==> config.mk <==
export PLATFORM = sky130hd
export DESIGN_NAME = sprite_animator
export DESIGN_NICKNAME = d
export VERILOG_FILES = /design/src/rtl/sprite_pkg.sv /design/src/rtl/sprite_anim_ctr.sv /design/src/rtl/sprite_animator.sv
export SDC_FILE = /design/constraint.sdc
export NUM_CORES = 1
export LEC_CHECK = 0
export ABC_AREA = 1
export CORE_MARGIN = 2
export CORE_UTILIZATION = 55
export CTS_CLUSTER_SIZE = 14
export DETAILED_ROUTE_END_ITERATION = 7
export GPL_TIMING_DRIVEN = 0
export PLACE_DENSITY = 0.8
export SLEW_MARGIN = 5
export SYNTH_ARGS = -nofsm -noshare
export SYNTH_HDL_FRONTEND = slang
export SYNTH_SLANG_ARGS = --single-unit
==> constraint.sdc <==
create_clock -name vga_clk -period 14.4 [get_ports vga_clk]
set_clock_uncertainty 0.1 [all_clocks]
set_input_delay 2.16 -clock vga_clk [delete_from_list [all_inputs] [get_ports vga_clk]]
set_output_delay 2.16 -clock vga_clk [all_outputs]
set_load 0.02 [all_outputs]
==> src/rtl/sprite_pkg.sv <==
// Shared types and helpers for the sprite pixel engine.
package sprite_pkg;

  typedef logic        [9:0]  coord_t;   // screen coordinate as seen on the beam bus
  typedef logic signed [10:0] scoord_t;  // sprite origin, may sit left of / above the screen
  typedef logic signed [11:0] sdelta_t;  // beam minus origin, one bit wider so it cannot wrap

  // Sprite position captured once per frame.
  typedef struct packed {
    coord_t x;
    coord_t y;
    logic   flip;
  } spr_pos_t;

  // True when (dx,dy) falls inside a w x h box anchored at the origin.
  function automatic logic in_box(input sdelta_t dx, input sdelta_t dy,
                                  input int w, input int h);
    return !dx[11] && (dx < $signed(12'(w))) &&
           !dy[11] && (dy < $signed(12'(h)));
  endfunction

endpackage

==> src/rtl/sprite_anim_ctr.sv <==
// Animation frame counter: advances one frame every ANIM_DIV frame_start pulses.
module sprite_anim_ctr #(
  parameter  int FRAMES   = 4,
  parameter  int ANIM_DIV = 8,
  localparam int FW       = (FRAMES   > 1) ? $clog2(FRAMES)   : 1,
  localparam int DW       = (ANIM_DIV > 1) ? $clog2(ANIM_DIV) : 1
) (
  input  logic          vga_clk,
  input  logic          reset,
  input  logic          frame_start,
  input  logic          anim_en,
  output logic [FW-1:0] cur_frame
);

  logic [DW-1:0] div;

  // Divider and frame index only move on frame_start; anim_en=0 parks both at 0.
  always_ff @(posedge vga_clk) begin
    if (reset) begin
      div       <= '0;
      cur_frame <= '0;
    end else if (frame_start) begin
      if (!anim_en) begin
        div       <= '0;
        cur_frame <= '0;
      end else if (div == DW'(ANIM_DIV - 1)) begin
        div       <= '0;
        cur_frame <= (cur_frame == FW'(FRAMES - 1)) ? '0 : cur_frame + 1'b1;
      end else begin
        div <= div + 1'b1;
      end
    end
  end

endmodule

==> src/rtl/sprite_animator.sv <==
// Sprite pixel engine: beam position -> ROM address -> opaque hit + palette index,
// three cycles from beam input to hit output.
module sprite_animator
  import sprite_pkg::*;
#(
  parameter  int SPR_W      = 25,
  parameter  int SPR_H      = 30,
  parameter  int FRAMES     = 4,
  parameter  int ANIM_DIV   = 8,
  parameter  int IDX_W      = 3,
  parameter  int TRANSP_IDX = 0,
  parameter  int ADDR_W     = $clog2(SPR_W * SPR_H * FRAMES),
  localparam int FW         = (FRAMES > 1) ? $clog2(FRAMES) : 1
) (
  input  logic              vga_clk,
  input  logic              reset,
  input  logic              frame_start,
  input  logic [9:0]        DrawX,
  input  logic [9:0]        DrawY,
  input  logic              blank,
  input  logic [9:0]        PosX,
  input  logic [9:0]        PosY,
  input  logic              flip,
  input  logic              anim_en,
  output logic [ADDR_W-1:0] rom_addr,
  input  logic [IDX_W-1:0]  rom_q,
  output logic              sprite_hit,
  output logic [IDX_W-1:0]  sprite_idx,
  output logic [FW-1:0]     cur_frame
);

  localparam logic [ADDR_W:0] FRAME_SZ = (ADDR_W + 1)'(SPR_W * SPR_H);
  localparam logic [ADDR_W:0] ROW_SZ   = (ADDR_W + 1)'(SPR_W);

  spr_pos_t          lpos;
  scoord_t           x0, y0;
  sdelta_t           dx, dy, col;
  logic              inbox;
  logic [ADDR_W:0]   frame_base, row_off, col_off;
  logic [2:1]        vld_pipe;
  logic              opaque;

  sprite_anim_ctr #(.FRAMES(FRAMES), .ANIM_DIV(ANIM_DIV)) u_anim (
    .vga_clk     (vga_clk),
    .reset       (reset),
    .frame_start (frame_start),
    .anim_en     (anim_en),
    .cur_frame   (cur_frame)
  );

  // Position is sampled only at frame_start so a whole frame draws from one position.
  always_ff @(posedge vga_clk) begin
    if (reset)            lpos <= '0;
    else if (frame_start) lpos <= '{x: PosX, y: PosY, flip: flip};
  end

  // Box origin can go negative; dx/dy are one bit wider so they never alias
  // a far-edge beam position back into the box.
  assign x0    = scoord_t'({1'b0, lpos.x}) - scoord_t'(SPR_W / 2);
  assign y0    = scoord_t'({1'b0, lpos.y}) - scoord_t'(SPR_H / 2);
  assign dx    = sdelta_t'({2'b00, DrawX}) - sdelta_t'(x0);
  assign dy    = sdelta_t'({2'b00, DrawY}) - sdelta_t'(y0);
  assign col   = lpos.flip ? sdelta_t'(SPR_W - 1) - dx : dx;
  assign inbox = blank && in_box(dx, dy, SPR_W, SPR_H);

  assign frame_base = (ADDR_W + 1)'(cur_frame) * FRAME_SZ;
  assign row_off    = (ADDR_W + 1)'(dy) * ROW_SZ;
  assign col_off    = (ADDR_W + 1)'(col);

  // Stage 1/2: address only updates for in-box pixels; valid bit follows the ROM read.
  always_ff @(posedge vga_clk) begin
    if (reset) begin
      rom_addr <= '0;
      vld_pipe <= '0;
    end else begin
      vld_pipe <= {vld_pipe[1], inbox};
      if (inbox) rom_addr <= ADDR_W'(frame_base + row_off + col_off);
    end
  end

  assign opaque = vld_pipe[2] && (rom_q != IDX_W'(TRANSP_IDX));

  // Stage 3: key out the transparent index and force the index to 0 off-sprite.
  always_ff @(posedge vga_clk) begin
    if (reset) begin
      sprite_hit <= 1'b0;
      sprite_idx <= '0;
    end else begin
      sprite_hit <= opaque;
      sprite_idx <= opaque ? rom_q : '0;
    end
  end

endmodule

# Word level (Yosys, flattened, before mapping)
# Cells that the tools add are included.
# totals
register_bits	44
latchBits	0
ramBits	0
romBits	0
inputBits	49
out_inout_bits	18
n_memories	0
# op_classes
n_addsub	9
mul	2
div	0
n_lt_le_gt_ge	2
n_eq_ne	3
n_shift	0
n_mux	6
n_bitwise	1
n_reduce_logical	10
# ops
cell	n
$add 12x12->12	2
$lt 12x6->1 const B	2
$sub 11x11->12	2
$sub 10x4->11 const B	2
$mul 13x5->12 const B	1
$mux 12	1
$sub 6x12->12 const A	1
$mul 2x9->11 const B	1
$mux 2	3
$mux 3	2
$logic_and 1x1->1	5
$add 3x1->3 const B	1
$eq 3x3->1 const B	1
$reduce_bool 3->1	1
$add 2x1->2 const B	1
$eq 2x2->1 const B	1
$logic_not 1->1	2
$ne 2x1->1 const B	1
$reduce_and 2->1	1
$reduce_or 2->1	1
$not 1->1	1

# Logic depth before layout (Yosys ltp)
# Gate-level depths: netlist of run 1.
# logic_depth
word_depth	7
mapped_depth	37
depth_no_buf	37

# Modules after synthesis
# A second synthesis of run 1 with hierarchy kept.
# hier_totals
hier_cells	704
hier_area_um2	4869.7
# by_module_without_submodules
module	n_inst	cells_per_inst	area_per_inst_um2	seq_area_each_um2
sprite_animator	1	671	4613.2	780.7
sprite_anim_ctr	1	33	256.5	100.1

# Worst setup path before layout of run 1
# No wires, ideal clock.
# synth_timing
kind	input to register
start	in DrawX[0]
end	reg rom_addr[11]
setup_time_ns	0.109
arrival_time_ns	6.873
setup_slack_ns	7.318
stages	34
n_path_buf	0
path_cell_list	inv_1 > ha_1 > inv_1 > fa_1 > inv_1 > ha_1 > nand2_1 > nand2_1 > nor2_1 > nor2_1 > nor2_1 > nor2_1 > o21ai_0 > xor2_1 > inv_1 > ha_1 > fa_1 > inv_1 > fa_1 > fa_1 > inv_1 > ha_1 > nand2_1 > nor3_1 > nand2_1 > o211ai_1 > a31oi_1 > inv_1 > nand3_1 > nand2_1 > nand2_1 > nand3_1 > nand2_1 > inv_1
# synth_via
elab_chain_cells	6
# synth_rtl
element	line_no	source
start, declared	sprite_animator.sv:18	input logic [9:0] DrawX,
$sub 11x11->12 (*)	sprite_animator.sv:61	assign dx = sdelta_t'({2'b00, DrawX}) - sdelta_t'(x0);
branches (longest 5 deep; another with $sub 6x12->12)	n/a	
end signal, assigned	sprite_animator.sv:77	if (inbox) rom_addr <= ADDR_W'(frame_base + row_off + col_off);
end, declared	sprite_animator.sv:25	output logic [ADDR_W-1:0] rom_addr,
# Every way passes the cells marked *.
# A chain may end at the register's enable or synchronous reset.

# Final worst setup path of run 1
# Ends and elaborated chain as after synthesis.

==> metrics.md, run 1 <==
| Metric | Value |
|---|---|
| First-pass GRT wire length | roughly 20,000 um |
| Synth Net Count | 854 |
| Cell area reported after detailed placement | roughly 0.0057 sq mm |
| Largest stage delay on the critical path | 0.51 ns |
| Detailed-route via count | 4,611 |
| Final critical-path required period | roughly 7.8 ns |
| Category of the most critical setup path | in -> reg |
| PostCTS Resize Cnt | 0 |
| Count of unresolved DRC violations after routing | 0 |
| Result of the run | finished clean |
| Vias/cell | 5.15 |
| Final design area excluding fillers | 0.00581 sq mm |
| Most Used Layer, Global Route | met2 |
| Antenna Cells | 0 |
| Number of levels in the clock H-tree | 2 |
| Post-DR wirelength/cell | 13.2 um |
| Launch point of the worst hold path | vld_pipe[1]$_SDFF_PP0_ |
| Setup_tns | 0 ns |
| Buffers inserted during post-CTS setup optimization | 0 |
| Chip height | 98.5 um |
| Reg-to-reg endpoint | rom_addr[11]$_SDFFE_PP0P_ |
| Highest achievable clock rate | 128 MHz |
| Final-report hold violation count | 0 |
| Standby leakage power | 3.03 nW |
| Clock Latency Late Sink | 0.31 ns |
| Most frequent cells in the layout | sky130_fd_sc_hd__inv_1 (141), sky130_fd_sc_hd__nand2_1 (138), sky130_fd_sc_hd__nor2_1 (80) |
| Arrival time at the worst endpoint | 7.94 ns |
| Maximum number of pins on one net before global-route repair | 16 |
| # clock sinks | 44 |
| Footprint of the flip-flops and latches | 881 sq um |
| Setup violations, final | 0 |
| Sort of element at the start of the critical path | primary input |
| Hold Buf Count CTS | 0 |
| Global-route congestion overflow total | 0 |
| Global placement routability congestion | 0.949 |
| Maximum fanout along the worst path | 4 |
| DRC marker count from the first detailed-route iteration | 144 |
| Effective utilization at floorplan | 56.6% |
| Mean instance size in the synthesized netlist | 6.88 sq um |
| Clock transition time at the flip-flop clock pins of the worst setup and hold paths | around 0.10 ns |
| Core ar. | 0.00868 sq mm |
| Class of the tightest hold or removal check | reg -> reg |
| Cell Area, Synth | around 0.005 sq mm |
| I/O pin count | between 60 and 70 |
| Register area share after synthesis | between 10% and 20% |
| I/O Buffers | 65 |
| Number of stages on the worst hold path | 2 |
| Number of slew-limit violations in the final report | 0 |
| Root Buffer Master | sky130_fd_sc_hd__clkbuf_8 |
| Global-route usage over all layers | 25.6% |
| Most common cell after layout, fill and taps aside | sky130_fd_sc_hd__inv_1 |
| Met1 routing resource usage after global routing | 34.5% |
| Synth cell types | 31 |
| Synthesis warning total | 0 |
| RSZ-0062 raised after global routing | no |
| Layout Area Growth over Synthesis | 18.3% |
| CP dominant cell by count | sky130_fd_sc_hd__nand2_1 |
| Number of filler cells placed in the layout | 766 |
| Width of the chip | 98.5 um |
| Cell count after synthesis | 714 |
| Peak supply drop | approximately 0.25 mV |
| Slowest cell on the critical path | sky130_fd_sc_hd__fa_1 |
| Share of post-route cells with drive strength above 1 | 4.70% |
| GR Layer Usage met3 | about 2.7% |
| Sink of the worst hold path | vld_pipe[2]$_SDFF_PP0_ |
| Number of detailed-route iterations in the first pass | 4 |
| Setup slack on the worst flop-to-flop path | between 8 and 9 ns |
| Endpoint required time on the critical path | 14.52 ns |
| Number of maximum-capacitance violations | 0 |
| Worst slew margin relative to its limit | 63.5% |
| Post-DP HPWL | 10,100 um |
| Power per standard cell area | 254 mW/mm^2 |
| Clock buffer count from CTS | 5 |
| DIE AREA | slightly below 0.01 sq mm |
| Total area of multi-input combinational cells | about 0.0034 sq mm |
| CTS tree | yes |
| Register bit count reported by yosys | 44 |
| Global Route met2 Usage | 44.2% |
| Transition time at the pin with the least slew margin | 0.547 ns |
| Final routed wirelength across all metal layers | ~12,000 um |
| Layout Nets | between 900 and 1,000 |
| Final critical-path share of the clock period | 54.3% |
| Via count of the first global-routing pass | 4,588 |
| Reg-to-Reg Start | lpos[13]$_SDFFE_PP0P_ |
| Antenna-violating nets left | 0 |
| Critical path capture point type | register |
| Buffer levels on the longest clock path | 2 |
| Antenna violations before repair | 0 |
| Number of cells traversed by the worst register-to-register path | 33 |
| Row count | 34 |
==> cells by family (layout without fill, tap and decap cells) <==
family	after synthesis	after routing	share of synthesized area (%)
and+or+nand+nor	288	288	24.9
buffers and inverters	159	232	12.5
adders and majority gates	91	91	27.0
AOI/OAI and AO/OA	91	91	10.1
DFF	44	44	17.9
xor gates and xnor gates	41	41	7.61
==> where the power goes <==
part           total [mW]  switching, mW  internal (mW)
logic                1.25          0.737          0.509
clock network       0.102         0.0492         0.0524
registers           0.131        0.00475          0.127
total                1.48          0.791          0.688
==> state kept, by name (all words and copies together) (netlist names) <==
| name | cells |
|---|---|
| sprite_idx | 3 |
| lpos | 21 |
| vld_pipe | 2 |
| u_anim.cur_frame | 2 |
| sprite_hit | 1 |
| u_anim.div | 3 |
| rom_addr | 12 |
==> stage by stage <==
step	setup WS (ns)	std cells	hold WS, ns	total power [mW]	utilization, %
4_1_cts	6.56	895	0.324	1.49	67.0
2_1_floorplan	7.32	714	0.288	1.13	-
6_report	6.58	895	0.320	1.48	67.0
3_3_place_gp	6.33	887	0.301	1.32	65.7
5_1_grt	6.00	895	0.336	1.70	67.0
3_5_place_dp	6.25	887	0.308	1.38	65.7
==> worst max-delay path, delay by kind of cell <==
| family | cells | cell delay (ns) |
|---|---|---|
| and+or+nand+nor | 17 | 1.57 |
| adders and majority gates | 7 | 2.69 |
| AOI/OAI and AO/OA | 3 | 0.48 |
| buffers and inverters | 9 | 0.89 |
| xor gates and xnor gates | 1 | 0.16 |
==> cell usage after synthesis, drive strengths merged <==
cell | instances | share of area [%]
inv | 149 | 11
xor2 | 29 | 5.5
xnor2 | 12 | 2.1
nor2 | 86 | 7.1
or2 | 1 | 0.13
buf | 2 | 0.46
o21ai | 40 | 4.1
nand2 | 143 | 11
clkbuf | 8 | 0.61
a21oi | 37 | 3.8
o211ai | 1 | 0.15
nor3 | 9 | 0.92
dfxtp | 44 | 18
nand3 | 39 | 4.3
a21o | 3 | 0.46
nand4 | 6 | 0.76
a211oi | 4 | 0.81
and3 | 1 | 0.13
ha | 66 | 17
nand3b | 3 | 0.46
a31oi | 4 | 0.51
o21bai | 2 | 0.31
fa | 25 | 10
==> cell type report <==
| type | instances | share of cell area (%) |
|---|---|---|
| buffer | 10 | 0.904 |
| clock buffer | 5 | 1.18 |
| clock inverter | 3 | 0.796 |
| tap | 108 | 2.32 |
| inverter | 149 | 9.62 |
| timing repair buffer | 65 | 11.2 |
| multi-input combinational | 511 | 58.8 |
| sequential | 44 | 15.1 |
==> routing by layer <==
layer | vias up | part of all wire (%)
met2 | 103 | 48
met1 | 2121 | 47
li1 | 2368 | -
met3 | 19 | 3.7
met5 | - | 0
met4 | 0 | 1.3
==> worst max path at each step <==
stage	startpoint	endpoint	slack [ns]
detailed placement	DrawX[0]	rom_addr[11]$_SDFFE_PP0P_	6.25
global placement	DrawX[0]	rom_addr[11]$_SDFFE_PP0P_	6.33
CTS	DrawX[0]	rom_addr[11]$_SDFFE_PP0P_	6.56
floorplan	DrawX[0]	rom_addr[11]$_SDFFE_PP0P_	7.32
global route	DrawX[0]	rom_addr[11]$_SDFFE_PP0P_	6.00
finish	DrawX[0]	rom_addr[11]$_SDFFE_PP0P_	6.58
No activity file was read; power rests on OpenSTA's default activity.
==> inputs of run 2 (changes only) <==
Clock period 14.4 ns to 8.1 ns, I/O delays scaled along.
==> results of run 2 <==
The final DEF is identical to that of run 1. Status: finished clean.
Among the figures that moved: setup slack after placement 6.25 ns -> 0.896 ns; setup slack after layout 6.58 ns -> 1.23 ns; register-to-register setup slack 8.04 ns -> 1.74 ns; total power 1.48 mW -> 2.63 mW; worst IR drop on VDD 0.253 mV -> 0.450 mV
==> inputs of run 3 (changes only) <==
Settings changed: CORE_UTILIZATION 55 to 51, PLACE_DENSITY 0.8 to 0.78.
Clock period 8.1 ns to 6.25 ns, I/O delays scaled along.
==> metrics.md, run 3 (synthesized netlist as in run 1, its figures left out) <==
| Metric | Value |
|---|---|
| Buffer levels on the longest clock path | 2 (unchanged) |
| Slowest cell on the critical path | sky130_fd_sc_hd__fa_1 (unchanged) |
| Detailed-route via count | 4,734 (was 4,611) |
| DRC marker count from the first detailed-route iteration | 191 (was 144) |
| Worst slew margin relative to its limit | 62.5% (was 63.5%) |
| Critical path capture point type | register (unchanged) |
| Clock transition time at the flip-flop clock pins of the worst setup and hold paths | 0.10 ns (about the same) |
| Most common cell after layout, fill and taps aside | sky130_fd_sc_hd__inv_1 (unchanged) |
| Root Buffer Master | sky130_fd_sc_hd__clkbuf_8 (unchanged) |
| Sort of element at the start of the critical path | primary input (unchanged) |
| Maximum number of pins on one net before global-route repair | 16 (unchanged) |
| I/O pin count | 67 (unchanged) |
| Launch point of the worst hold path | vld_pipe[1]$_SDFF_PP0_ (unchanged) |
| Antenna violations before repair | 0 (unchanged) |
| Cell area reported after detailed placement | 0.00573 sq mm (was 0.00570 sq mm) |
| CP dominant cell by count | sky130_fd_sc_hd__nand2_1 (unchanged) |
| Share of post-route cells with drive strength above 1 | 12.8% (was 4.70%) |
| Vias/cell | 5.10 (was 5.15) |
| Non-filler cells in the finished layout | 929 (was 895) |
| Count of unresolved DRC violations after routing | 0 (unchanged) |
| # clock sinks | 44 (unchanged) |
| Global-route congestion overflow total | 0 (unchanged) |
| Endpoint required time on the critical path | 6.33 ns (was 8.22 ns) |
| Layout Area Growth over Synthesis | 27.6% (was 18.3%) |
| First-pass GRT wire length | 20,700 um (was 20,500 um) |
| Global placement routability congestion | 0.945 (was 0.949) |
| Setup slack on the worst flop-to-flop path | 0.35 ns (was 1.74 ns) |
| Met1 routing resource usage after global routing | 31.5% (was 34.5%) |
| Via count of the first global-routing pass | 4,639 (was 4,588) |
| Most frequent cells in the layout | sky130_fd_sc_hd__inv_1 (133), sky130_fd_sc_hd__nand2_1 (130), sky130_fd_sc_hd__nor2_1 (75) (was sky130_fd_sc_hd__inv_1 (141), sky130_fd_sc_hd__nand2_1 (138), sky130_fd_sc_hd__nor2_1 (80)) |
| CTS tree | yes (unchanged) |
| Effective utilization at floorplan | 52.9% (was 56.6%) |
| Final critical-path required period | 6.17 ns |
| Result of the run | finished clean (unchanged) |
| Placed cell count | 908 (was 887) |
| Chip height | 102 um (was 98.5 um) |
| Final routed wirelength across all metal layers | 12,900 um (was 11,800 um) |
| Post-DR wirelength/cell | 13.9 um (was 13.2 um) |
| Final design area excluding fillers | 0.00627 sq mm (was 0.00581 sq mm) |
| Number of detailed-route iterations in the first pass | 6 (was 4) |
| Class of the tightest hold or removal check | reg -> reg (unchanged) |
| Reg-to-Reg Start | lpos[3]$_SDFFE_PP0P_ (was lpos[13]$_SDFFE_PP0P_) |
| Clock buffer count from CTS | 5 (unchanged) |
| Number of levels in the clock H-tree | 2 (unchanged) |
| Row count | 35 (was 34) |
| Largest register FFs | 21 (unchanged) |
| Worst Setup SP | DrawX[2] (was DrawX[0]) |
| Final-report hold violation count | 0 (unchanged) |
| Setup violations, final | 0 (unchanged) |
| Register bank with the most flops | lpos (unchanged) |
| I/O Buffers | 65 (unchanged) |
| Post-DP HPWL | 10,100 um (about the same) |
| Biggest registers after layout | lpos x21, rom_addr x12 (unchanged) |
| Core ar. | 0.00928 sq mm (was 0.00868 sq mm) |
| Final critical-path share of the clock period | 98.7% |
| Number of slew-limit violations in the final report | 0 (unchanged) |
| Global-route usage over all layers | 24.9% (was 25.6%) |
| DIE AREA | 0.0104 sq mm (was 0.00971 sq mm) |
| Number of maximum-capacitance violations | 0 (unchanged) |
| Largest stage delay on the critical path | 0.55 ns (was 0.51 ns) |
| Antenna-violating nets left | 0 (unchanged) |
| Antenna Cells | 0 (unchanged) |
| Global Route met2 Usage | 45.2% (was 44.2%) |
| Layout Nets | 939 (was 926) |
| Arrival time at the worst endpoint | 6.25 ns (was 7.00 ns) |
| Width of the chip | 102 um (was 98.5 um) |
| Post-route core utilization | 67.5% (was 67.0%) |
| Highest achievable clock rate | around 160 MHz |
| Category of the most critical setup path | in -> reg (unchanged) |
| Most Used Layer, Global Route | met2 (unchanged) |
| GR Layer Usage met3 | 2.53% (was 2.70%) |
| Transition time at the pin with the least slew margin | 0.562 ns (was 0.547 ns) |
| Clock Latency Late Sink | 0.30 ns (was 0.31 ns) |
| Maximum fanout along the worst path | 6 (was 4) |
## run 3: cell count changes in the layout (fill, tap and decap cells not counted), sizes merged
cell	previous run	this run
buf	2	15
clkdlybuf4s50	65	63
dlymetal6s2s	0	2
## run 3: metrics by stage
step	setup TNS, ns	worst slack [ns]	hold slack (ns)
2_1_floorplan	0	0.391	0.288
3_3_place_gp	-1.11	-0.534	0.302
3_5_place_dp	-1.49	-0.626	0.311
4_1_cts	0	0.00508	0.323
5_1_grt	-0.287	-0.179	0.338
6_report	0	0.0816	0.323
## run 3: worst paths after layout
kind | end | cells past startpoint
worst max register to register | rom_addr[9]$_SDFFE_PP0P_ | 25
worst min-delay path | vld_pipe[2]$_SDFF_PP0_ | 2
worst min register to register | vld_pipe[2]$_SDFF_PP0_ | 2
worst max-delay path | rom_addr[9]$_SDFFE_PP0P_ | 29
## run 3: timing repair
action	in CTS	in global routing
buffers inserted	5	8
gates resized for setup	16	53
hold buffers	0	0
endpoints found under the setup margin	2	4
pin swaps	12	33
## run 3: area by class of cell
type                       instances  area, sq um
timing repair buffer              78          753
tap                              129          161
buffer                            10         52.6
multi-input combinational        511         3740
inverter                         149          567
clock inverter                     3         46.3
sequential                        44          882
fill                             778         3010
clock buffer                       5         68.8
## run 3: critical path: cells and delay by family
family                     cells  cell delay (ns)
xor gates and xnor gates       2             0.38
and+or+nand+nor               12             1.09
buffers and inverters          5             0.75
AOI/OAI and AO/OA              4             0.72
adders and majority gates      6             2.38
## run 3: layer usage
layer / vias up / share of wire [%]
met5: - / 0
met4: 0 / 1.5
met3: 16 / 2.7
met2: 95 / 50
met1: 2226 / 46
li1: 2397 / -
Power of run 3 is not shown: default switching activity piles up to over one toggle a cycle in this logic, so the estimate is an artifact.
